<file path="src/rtl/neuron_feeder_if.sv">
// neuron_feeder_if: config, start/busy/done handshake and neuron-side bus of neuron_feeder
// slave  : the feeder (takes cfg_*, start and nrn_out; drives busy, done, result and nrn_*)
// master : the surrounding logic and the neuron (drives cfg_*, start and nrn_out)
interface neuron_feeder_if #(parameter int N = 10, parameter int AW = 2);
  logic cfg_we;
  logic [1:0] cfg_sel;
  logic [AW-1:0] cfg_addr;
  logic signed [N-1:0] cfg_data;
  logic start;
  logic busy;
  logic done;
  logic signed [N-1:0] result;
  logic nrn_rst;
  logic nrn_inpt_ready;
  logic signed [N-1:0] nrn_w;
  logic signed [N-1:0] nrn_x;
  logic signed [N-1:0] nrn_b;
  logic signed [N-1:0] nrn_out;
  modport slave(input cfg_we, cfg_sel, cfg_addr, cfg_data, start, nrn_out,
                output busy, done, result, nrn_rst, nrn_inpt_ready, nrn_w, nrn_x, nrn_b);
  modport master(output cfg_we, cfg_sel, cfg_addr, cfg_data, start, nrn_out,
                 input busy, done, result, nrn_rst, nrn_inpt_ready, nrn_w, nrn_x, nrn_b);
endinterface

</file>
<file path="src/rtl/neuron_feeder.sv">
// neuron_feeder: sequences K weight/input pairs and a bias cycle into one MAC neuron, captures its output
// clk, rst : clock, synchronous active-high reset
// bus      : cfg_we/cfg_sel/cfg_addr/cfg_data config writes, start/busy/done handshake, result,
//            nrn_rst/nrn_inpt_ready/nrn_w/nrn_x/nrn_b to the neuron, nrn_out from it
module neuron_feeder #(
  parameter int N = 10,
  parameter int Q = 8,
  parameter int K = 4,
  parameter int AW = 2
) (
  input logic clk,
  input logic rst,
  neuron_feeder_if.slave bus
);
  if (Q >= N || K < 1) begin : g_bad_param
    $error("neuron_feeder: invalid N/Q/K");
  end
  typedef enum logic [2:0] {IDLE, CLEAR, FEED, BIAS, CAPTURE} st_t;
  st_t st_q, st_d;
  logic [AW-1:0] idx_q, idx_d;
  logic signed [N-1:0] w_q [K];
  logic signed [N-1:0] w_d [K];
  logic signed [N-1:0] x_q [K];
  logic signed [N-1:0] x_d [K];
  logic signed [N-1:0] b_q, b_d, nrn_w_q, nrn_w_d, nrn_x_q, nrn_x_d, result_q, result_d;
  logic busy_q, busy_d, done_q, done_d, nrn_rst_q, nrn_rst_d, rdy_q, rdy_d;
  logic cfg_ok, addr_ok;
  always_comb begin
    // config is frozen while a run is in flight
    cfg_ok = bus.cfg_we && !busy_q;
    addr_ok = 32'(bus.cfg_addr) < 32'(K);
    w_d = w_q;
    x_d = x_q;
    b_d = b_q;
    if (cfg_ok && addr_ok && bus.cfg_sel == 2'd0) w_d[bus.cfg_addr] = bus.cfg_data;
    if (cfg_ok && addr_ok && bus.cfg_sel == 2'd1) x_d[bus.cfg_addr] = bus.cfg_data;
    if (cfg_ok && bus.cfg_sel == 2'd2) b_d = bus.cfg_data;
    st_d = st_q;
    idx_d = idx_q;
    case (st_q)
      IDLE: st_d = bus.start ? CLEAR : IDLE;
      CLEAR: begin
        st_d = FEED;
        idx_d = '0;
      end
      FEED: begin
        st_d = idx_q == AW'(K - 1) ? BIAS : FEED;
        idx_d = idx_q + 1'b1;
      end
      BIAS: st_d = CAPTURE;
      default: st_d = IDLE;
    endcase
    // outputs are decoded from the next state so they register in step with it
    busy_d = st_d != IDLE;
    done_d = st_q == CAPTURE;
    nrn_rst_d = st_d == CLEAR;
    rdy_d = st_d == FEED;
    nrn_w_d = rdy_d ? w_q[idx_d] : '0;
    nrn_x_d = rdy_d ? x_q[idx_d] : '0;
    result_d = st_q == CAPTURE ? bus.nrn_out : result_q;
  end
  always_ff @(posedge clk) begin
    if (rst) begin
      st_q <= IDLE;
      idx_q <= '0;
      w_q <= '{default: '0};
      x_q <= '{default: '0};
      b_q <= '0;
      nrn_w_q <= '0;
      nrn_x_q <= '0;
      result_q <= '0;
      busy_q <= 1'b0;
      done_q <= 1'b0;
      nrn_rst_q <= 1'b0;
      rdy_q <= 1'b0;
    end else begin
      st_q <= st_d;
      idx_q <= idx_d;
      w_q <= w_d;
      x_q <= x_d;
      b_q <= b_d;
      nrn_w_q <= nrn_w_d;
      nrn_x_q <= nrn_x_d;
      result_q <= result_d;
      busy_q <= busy_d;
      done_q <= done_d;
      nrn_rst_q <= nrn_rst_d;
      rdy_q <= rdy_d;
    end
  end
  assign bus.busy = busy_q;
  assign bus.done = done_q;
  assign bus.result = result_q;
  assign bus.nrn_rst = nrn_rst_q;
  assign bus.nrn_inpt_ready = rdy_q;
  assign bus.nrn_w = nrn_w_q;
  assign bus.nrn_x = nrn_x_q;
  assign bus.nrn_b = b_q;
endmodule
</file>
<file path="src/flat_wrapper.sv">
// flat-port wrapper written by rule: the top's interface ports become plain ports
module neuron_feeder_flat 
#(
  parameter int N = 10,
  parameter int Q = 8,
  parameter int K = 4,
  parameter int AW = 2
)
  (clk, rst, bus_cfg_we, bus_cfg_sel, bus_cfg_addr, bus_cfg_data, bus_start, bus_nrn_out, bus_busy, bus_done, bus_result, bus_nrn_rst, bus_nrn_inpt_ready, bus_nrn_w, bus_nrn_x, bus_nrn_b);
  neuron_feeder_if #(.N(N), .AW(AW)) bus_i ();
  input logic clk;
  input logic rst;
  input wire logic [$bits(bus_i.cfg_we)-1:0] bus_cfg_we;
  input wire logic [$bits(bus_i.cfg_sel)-1:0] bus_cfg_sel;
  input wire logic [$bits(bus_i.cfg_addr)-1:0] bus_cfg_addr;
  input wire logic [$bits(bus_i.cfg_data)-1:0] bus_cfg_data;
  input wire logic [$bits(bus_i.start)-1:0] bus_start;
  input wire logic [$bits(bus_i.nrn_out)-1:0] bus_nrn_out;
  output wire logic [$bits(bus_i.busy)-1:0] bus_busy;
  output wire logic [$bits(bus_i.done)-1:0] bus_done;
  output wire logic [$bits(bus_i.result)-1:0] bus_result;
  output wire logic [$bits(bus_i.nrn_rst)-1:0] bus_nrn_rst;
  output wire logic [$bits(bus_i.nrn_inpt_ready)-1:0] bus_nrn_inpt_ready;
  output wire logic [$bits(bus_i.nrn_w)-1:0] bus_nrn_w;
  output wire logic [$bits(bus_i.nrn_x)-1:0] bus_nrn_x;
  output wire logic [$bits(bus_i.nrn_b)-1:0] bus_nrn_b;
  assign bus_i.cfg_we = bus_cfg_we;
  assign bus_i.cfg_sel = bus_cfg_sel;
  assign bus_i.cfg_addr = bus_cfg_addr;
  assign bus_i.cfg_data = bus_cfg_data;
  assign bus_i.start = bus_start;
  assign bus_i.nrn_out = bus_nrn_out;
  assign bus_busy = bus_i.busy;
  assign bus_done = bus_i.done;
  assign bus_result = bus_i.result;
  assign bus_nrn_rst = bus_i.nrn_rst;
  assign bus_nrn_inpt_ready = bus_i.nrn_inpt_ready;
  assign bus_nrn_w = bus_i.nrn_w;
  assign bus_nrn_x = bus_i.nrn_x;
  assign bus_nrn_b = bus_i.nrn_b;
  neuron_feeder #(.N(N), .Q(Q), .K(K), .AW(AW)) u_core (.clk(clk), .rst(rst), .bus(bus_i));
endmodule
</file>
<file path="config.mk">
export PLATFORM = sky130hd
export DESIGN_NAME = neuron_feeder_flat
export DESIGN_NICKNAME = d
export VERILOG_FILES = /design/src/rtl/neuron_feeder_if.sv /design/src/rtl/neuron_feeder.sv /design/src/flat_wrapper.sv
export SDC_FILE = /design/constraint.sdc
export NUM_CORES = 1
export LEC_CHECK = 0
export CAP_MARGIN = 20
export CORE_ASPECT_RATIO = 1.5
export CORE_MARGIN = 5
export CORE_UTILIZATION = 30
export DETAILED_ROUTE_END_ITERATION = 8
export PLACE_DENSITY = 0.47
export SLEW_MARGIN = 10
export SYNTH_ARGS = -nofsm -noshare
export SYNTH_HDL_FRONTEND = slang
export SYNTH_SLANG_ARGS = --single-unit
</file>
<file path="constraint.sdc">
create_clock -name clk -period 3.9 [get_ports clk]
set_input_delay 0.585 -clock clk [delete_from_list [all_inputs] [get_ports clk]]
set_output_delay 0.585 -clock clk [all_outputs]
set_load 0.1 [all_outputs]
</file>
Word level (Yosys, flattened, before mapping)
Index checks and enable logic that the tools add are counted.

Flip-flop bits (word level): 129. Input bits: 28. Logic and storage cells: 58.

$add $sub $neg: 1. Magnitude comparators: 3. Eq/ne operators: 9. Multiplexer cells: 14. Bitwise logic cells: 3. Reductions and logical operators: 10.

Operators with widths (number): $bwmux 40 (2); $mux 10 (5); $bmux 10 s2 (2); $demux 10 s2 (1); $pmux 3 s4 (1); $eq 3x2->1 const B (3); $eq 3x1->1 const B (2); $ge 3x3->1 const B (2); $not 2->3 (2); $logic_and 1x1->1 (5); $eq 2x2->1 const B (2); $pmux 2 s2 (1); $eq 3x3->1 const B (1); $logic_not 3->1 (1); $lt 3x1->1 const B (1); $reduce_bool 3->1 (1); $add 2x1->2 const B (1); $eq 2x1->1 const B (1); $logic_not 2->1 (1); $mux 1 (2); $reduce_or 2->1 (1); $logic_not 1->1 (1); $not 1->1 (1).

Logic depth before layout (Yosys ltp)
Gate-level depths: netlist of the first run.

Word-level depth: 6. Mapped depth: 7. Gate-level depth less buffers: 6.

Worst setup path before layout of the first run
No wires, ideal clock.

Kind: register to register. From: register u_core.busy_q (netlist: u_core.bus.busy). To: register u_core.x_q[8] (netlist bit). Data arrival time: 1.838 ns. Slack: 1.935 ns. Stages on the path, launching flop included: 7. Buffers on the path: 2. Period minus slack after synthesis: 1.965 ns. Cells stage by stage: dfxtp_1 nor4bb_1 buf_2 and3_1 buf_4 mux2i_1 nor2_1.

Longest elaborated chain between the ends: 3.

Ends and longest elaborated chain: start, declared (RTL line neuron_feeder.sv:26) `logic busy_q, busy_d, done_q, done_d, nrn_rst_q, nrn_rst_d, rdy_q, rdy_d;`; start signal, assigned (RTL line neuron_feeder.sv:85) `busy_q <= busy_d;`; $logic_not 1->1 (RTL line neuron_feeder.sv:30) `cfg_ok = bus.cfg_we && !busy_q;`; $logic_and 1x1->1 (RTL line neuron_feeder.sv:30); $logic_and 1x1->1 (RTL line neuron_feeder.sv:36) `if (cfg_ok && addr_ok && bus.cfg_sel == 2'd1) x_d[bus.cfg_addr] = bus.cfg_data;`; end signal, assigned (RTL line neuron_feeder.sv:67) `x_q <= '{default: '0};`; end signal, assigned (RTL line neuron_feeder.sv:80) `x_q <= x_d;`; end, declared (RTL line neuron_feeder.sv:23) `logic signed [N-1:0] x_q [K];`.

No other way between the ends. A chain may end at the register's enable or synchronous reset.

Final worst setup path of the first run
From: register u_core.busy_q (netlist: u_core.bus.busy). To: output bus_busy.

RTL lines: end, declared (RTL line flat_wrapper.sv:19) `output wire logic [$bits(bus_i.busy)-1:0] bus_busy;`.

No word-level cell between the ends.

==> results of run 1 <==
-- metrics by stage --
step	worst slack [ps]	hold WS (ps)	power [mW]	area (um^2)	std cells
3_3_place_gp	1140	441	1.72	6080	792
3_5_place_dp	1100	448	1.72	6080	792
4_1_cts	1280	456	3.33	6690	824
6_report	1290	453	3.29	6690	824
2_1_floorplan	1930	463	1.61	5250	546
5_1_grt	1220	468	3.42	6690	824
-- power by group through the flow --
stage | sequential (mW) | clock, mW | combinational [mW]
floorplan | 1.43 | 0 | 0.184
global placement | 1.38 | 0 | 0.333
detailed placement | 1.38 | 0 | 0.335
CTS | 1.35 | 1.64 | 0.336
global route | 1.36 | 1.71 | 0.352
finish | 1.35 | 1.61 | 0.331
-- metal layers --
layer / share of wire (%) / global-route usage, %
met5: 0 / 0
met4: 2.7 / 6.09
met3: 3.7 / 4.02
met2: 53 / 26.9
met1: 40 / 15.7
-- sequential cells by signal (all words and copies together), names as in the netlist, 2 cells and up --
name	count
u_core.bus.nrn_x	10
u_core.x_q	40
u_core.st_q	3
u_core.w_q	40
u_core.bus.nrn_b	10
u_core.idx_q	2
u_core.bus.result	10
u_core.bus.nrn_w	10
-- cells by family (layout without fill, tap and decap cells) --
group / Yosys count / count (layout) / share of synthesized area [%]
buffers and inverters: 49 / 114 / 4.36
adders and majority gates: 1 / 1 / 0.238
and+or+nand+nor: 176 / 176 / 14.0
xor gates and xnor gates: 1 / 1 / 0.167
DFF: 129 / 129 / 49.2
AOI/OAI and AO/OA: 68 / 68 / 8.77
muxes: 122 / 122 / 23.3
-- placed cells by master (no fill, tap or decap), drive strengths merged --
cell | netlist | final
a21boi | 1 | 1
a21oi | 23 | 23
a22o | 1 | 1
a22oi | 1 | 1
a311oi | 1 | 1
and2 | 1 | 1
and3 | 4 | 4
buf | 19 | 12
bufinv | 0 | 2
clkbuf | 30 | 17
clkdlybuf4s50 | 0 | 70
clkinv | 0 | 4
clkinvlp | 0 | 2
dfxtp | 129 | 129
ha | 1 | 1
inv | 0 | 7
mux2i | 122 | 122
nand2 | 69 | 69
nand2b | 2 | 2
nand4bb | 1 | 1
nor2 | 88 | 88
nor2b | 3 | 3
nor3 | 2 | 2
nor4 | 1 | 1
nor4b | 1 | 1
nor4bb | 2 | 2
o221ai | 20 | 20
o22ai | 20 | 20
o31a | 1 | 1
or2 | 1 | 1
or3 | 1 | 1
xnor2 | 1 | 1
-- worst paths after layout --
| path | start | cells after the start | slack, ps | endpoint |
|---|---|---|---|---|
| max reg2reg | u_core.st_q[1] | 5 | 1440 | u_core.bus.nrn_x[0] |
| min reg2reg | u_core.bus.result[5] | 2 | 450 | u_core.bus.result[5] |
| min | u_core.bus.result[5] | 2 | 450 | u_core.bus.result[5] |
| max | u_core.bus.busy | 1 | 1290 | bus_busy |
-- cell type report --
type / count / area, um^2
clock buffers: 17 / 425
clock inverters: 15 / 176
fillers: 1760 / 10600
multi-input cells: 368 / 2450
flip-flops and latches: 129 / 2580
well taps: 213 / 267
repair buffers: 82 / 788
==> impl_metrics.tcl, run 1 <==
set metrics [dict create \
    status "finished, final reports clean" \
    port_buffers 71 \
    cts_buffer_depth 2 \
    power.leakage_nw 2.78 \
    ant_nets 0 \
    setup_viol 0 \
    root_buffer "clkbuf_16" \
    ys_types 33 \
    drv_cap 0 \
    yosysMostFrequentCell "dfxtp_1" \
    areaGrowthSynthToFinish_pct 27.3 \
    syn_inst 546 \
    dp_hpwl_um 9510 \
    critPathBufInv 1 \
    final_util_pct 38.7 \
    num_vias 4108 \
    crit_family "buffers and inverters" \
    worstPathRequired_ps 3310 \
    start_util_pct 30.4 \
    drt_iter0_drc 185 \
    cts_resized 0 \
    core_area_um2 17300 \
    ys_seq_elements 129 \
    critPathMaxFanout 5 \
    grt-ovfl-total 0 \
    htreeDepth 4 \
    fin_crit_sh_pct 66.9 \
    end_kind "output port" \
    irDropWorstVdd_mv 0.237 \
    antenna_found_initial 0 \
    cts_hold_buffers 0 \
    first_global_vias 4075 \
    fp.dieH_um 172 \
    switching_share_pct 26.6 \
    firstDrtPassIters 4 \
    yosysSeqAreaShare_pct 49.2 \
    ys.flop_type "dfxtp_1" \
    drc 0 \
    report.final.slew_viol_count 0 \
    die_w_um 118 \
    ys_top_cells_by_area "dfxtp_1 49%, mux2i_1 23%, nor2_1 6.2%, nand2_1 4.7%, o221ai_1 3.3%" \
    clk_pin_slew_ps 60 \
    relSlewSlack_pct 32.1 \
    synth_warnings 0 \
    crit_path_top_delay_cell "clkdlybuf4s50_1" \
    io_pins 72 \
    place_congestion 0.759 \
    die_area_um2 20300 \
    synth_edf_count 0 \
    cp_cell_sequence "clkdlybuf4s50_1" \
    cts_setup_buffers 0 \
    layout-drive-gt1-share_pct 8.35 \
    p_comb_share_pct 10.1 \
    switchingPower_uw 877 \
    intPower_mw 2.42 \
    synthesis.nets 575 \
    crit_path_start_kind "flop" \
    power_frac_seq_pct 41.1 \
    clock_skew_ps 8.90 \
    fin_nets 627 \
    synth_common_cells "129 x dfxtp_1, 122 x mux2i_1, 87 x nor2_1, 66 x nand2_1, 30 x clkbuf_1" \
    grt_pass1_wl_um 23000 \
    holdCritPathClass "reg -> reg" \
    netlist.area_leader.share_pct 49.2 \
    hold_viol 0 \
    slowest_delay_ps 1180 \
    power_density_nw_per_um2 493 \
    syn_area_um2 5250 \
    cts_sinks 129 \
    drt-total-wl_um 14700 \
    fin_crit_ps 2610 \
    cp.arrival_ps 2020 \
    grt_use_total_pct 14.6 \
    setup-tns-final_ps 0 \
    worstSetupPathType "reg -> out" \
    synth_area_leader_cell "dfxtp_1" \
    fp-row-count 59 \
    grt_max_degree 76 \
    cts_buffers 17 \
    syn_area_per_cell_um2 9.62 \
    clk_latency_ps 410 \
    fmax_mhz 383 \
    diodes 0 \
    cts_tree "yes" \
    vias_per_cell 4.99 \
    rsz0062_at_grt "false" \
    ys_async_sr_fraction_pct 0 \
    p_clk_share_pct 48.8 \
    wl_per_cell_um 17.8 \
    tightest_slew_ps 1020 \
]
(Power assumes the default switching activity.)
==> run 2, diff against run 1 <==
Clock period 3.9 ns to 2.4 ns, I/O delays scaled along.
==> run 2 against run 1 <==
Against the previous run:
- sequential power up 62%
- wire length rose by 1.2%
- clock skew grew 5.1 ps
- clock-buffer cell count is the same
- non-clock buffer count up 12
- final cell count increased by 1.5%
- highest routed layer unchanged
- flip-flop and latch count is the same
- register-to-register slack worse by 1100 ps
- combinational power grew 73%
- critical endpoint is now u_core.bus.nrn_w[8]
==> impl_metrics.tcl, run 2 (synthesis results as in run 1) <==
set metrics [dict create \
    startpoint "u_core.st_q[1]" \
    fp-row-count 59 \
    irDropWorstVdd_mv 0.445 \
    topRoutingLayerUsed "met4" \
    io_pins 72 \
    hold_viol 0 \
    die_area_um2 20300 \
    report.final.slew_viol_count 0 \
    setup-tns-final_ps 0 \
    cts_tree "yes" \
    antenna_found_initial 0 \
    drc 0 \
    dp_hpwl_um 9650 \
    mostFrequentLayoutCells "129 x dfxtp_1, 122 x mux2i_1, 87 x nor2_1, 66 x nand2_1, 63 x buf_4" \
    start_util_pct 30.4 \
    power_frac_seq_pct 41.4 \
    fp.dieH_um 172 \
    dr_wl_met3_um 555 \
    tightest_slew_ps 614 \
    p_comb_share_pct 10.8 \
    rrSetupSlack_ps 360 \
    fin_nets 639 \
    worstSetupEndpoint "u_core.bus.nrn_w[8]" \
    clock_skew_ps 14.0 \
    r2r-start "u_core.st_q[1]" \
    drv_cap 0 \
    rr_worst_depth 7 \
    hold_ws_ps 222 \
    worstPathRequired_ps 2680 \
    cts_buffer_depth 2 \
    fin_crit_sh_pct 84.9 \
    cts_setup_buffers 0 \
    intPower_mw 3.78 \
    num_vias 4108 \
    route.met2.wl_um 7740 \
    wl_per_cell_um 17.7 \
    core_area_um2 17300 \
    switchingPower_mw 1.52 \
    diodes 0 \
    grt_max_degree 107 \
    status "finished, final reports clean" \
    htreeDepth 4 \
    reg_top3 "u_core.w_q x40, u_core.x_q x40" \
    die_w_um 118 \
    cts_hold_buffers 0 \
    end_kind "flop" \
    fmax_mhz 491 \
    power.leakage_nw 2.94 \
    ant_nets 0 \
    grt_use_total_pct 14.4 \
    worstSetupPathType "reg -> reg" \
    layout-drive-gt1-share_pct 17.2 \
    final_common_cell "dfxtp_1" \
    p_clk_share_pct 47.8 \
    cts_resized 0 \
    switching_share_pct 28.6 \
    fin_crit_ps 2040 \
    port_buffers 71 \
    critPathMaxFanout 21 \
    clk_pin_slew_ps 60 \
    cp.arrival_ps 2310 \
    power_density_nw_per_um2 792 \
    vias_per_cell 4.91 \
    r2r-end "u_core.bus.nrn_w[8]" \
    cts_buffers 17 \
    drt-total-wl_um 14800 \
    areaGrowthSynthToFinish_pct 27.4 \
    root_buffer "clkbuf_16" \
    cts_sinks 129 \
    relSlewSlack_pct 58.9 \
    clk_latency_ps 420 \
    wl_met1_um 6170 \
    first_global_vias 4033 \
    holdCritPathClass "in -> reg" \
    firstDrtPassIters 4 \
    final_util_pct 38.7 \
    grt-ovfl-total 0 \
    setup_viol 0 \
    place_congestion 0.768 \
    crit_path_start_kind "flop" \
    drt_iter0_drc 226 \
    grt_pass1_wl_um 22900 \
    rsz0062_at_grt "false" \
]
run 2: changes by cell type in the layout (fill, tap and decap cells not counted), sizes merged:
cell and change:
inv +6, clkinv -2, clkinvlp -2, clkdlybuf4s50 -44
buf +56, bufinv -2
run 2: area by class of cell:
class                           count  area [um^2]
Clock buffer                       17          425
Fill cell                        1760        10600
Sequential cell                   129         2580
Multi-Input combinational cell    368         2450
Tap cell                          213          267
Clock inverter                     15          154
Timing Repair Buffer               94          818
run 2: worst min-delay path by stage:
stage / startpoint / endpoint / slack, ps / cells after the start
after global routing: rst / u_core.bus.nrn_inpt_ready / 230 / 2
after CTS: rst / u_core.bus.nrn_inpt_ready / 220 / 2
after detailed placement: u_core.bus.result[3] / u_core.bus.result[3] / 450 / 2
final: rst / u_core.bus.nrn_inpt_ready / 220 / 2
after floorplan: u_core.x_q[20] / u_core.x_q[20] / 460 / 2
after global placement: u_core.bus.result[2] / u_core.bus.result[2] / 440 / 2
run 2: per-layer routing:
layer,track usage (%),up-vias
met5,0,-
met4,5.74,0
met3,3.21,15
met2,26.2,91
met1,16.4,1975
li1,-,2027
run 2: critical path, stage by stage, from the launching register on:
cell and delay [ps]:
dfxtp_1 490, nor2_2 90, buf_4 150, or2_1 240
a21oi_2 200, buf_12 230, mux2i_1 350, o22ai_1 160
run 2: power groups by stage:
stage / clock, mW / combinational, mW / sequential, mW
after global routing: 2.71 / 0.607 / 2.20
after CTS: 2.60 / 0.573 / 2.19
after global placement: 0 / 0.566 / 2.24
final: 2.53 / 0.572 / 2.19
after floorplan: 0 / 0.300 / 2.32
after detailed placement: 0 / 0.571 / 2.24
run 2: through the flow:
step	total power [mW]	std cells	setup WS (ps)	instance area, um^2
floorplan	2.62	546	435	5250
finish	5.30	836	362	6690
CTS	5.37	835	225	6690
global route	5.52	836	292	6690
global placement	2.81	803	195	6110
detailed placement	2.81	803	143	6110
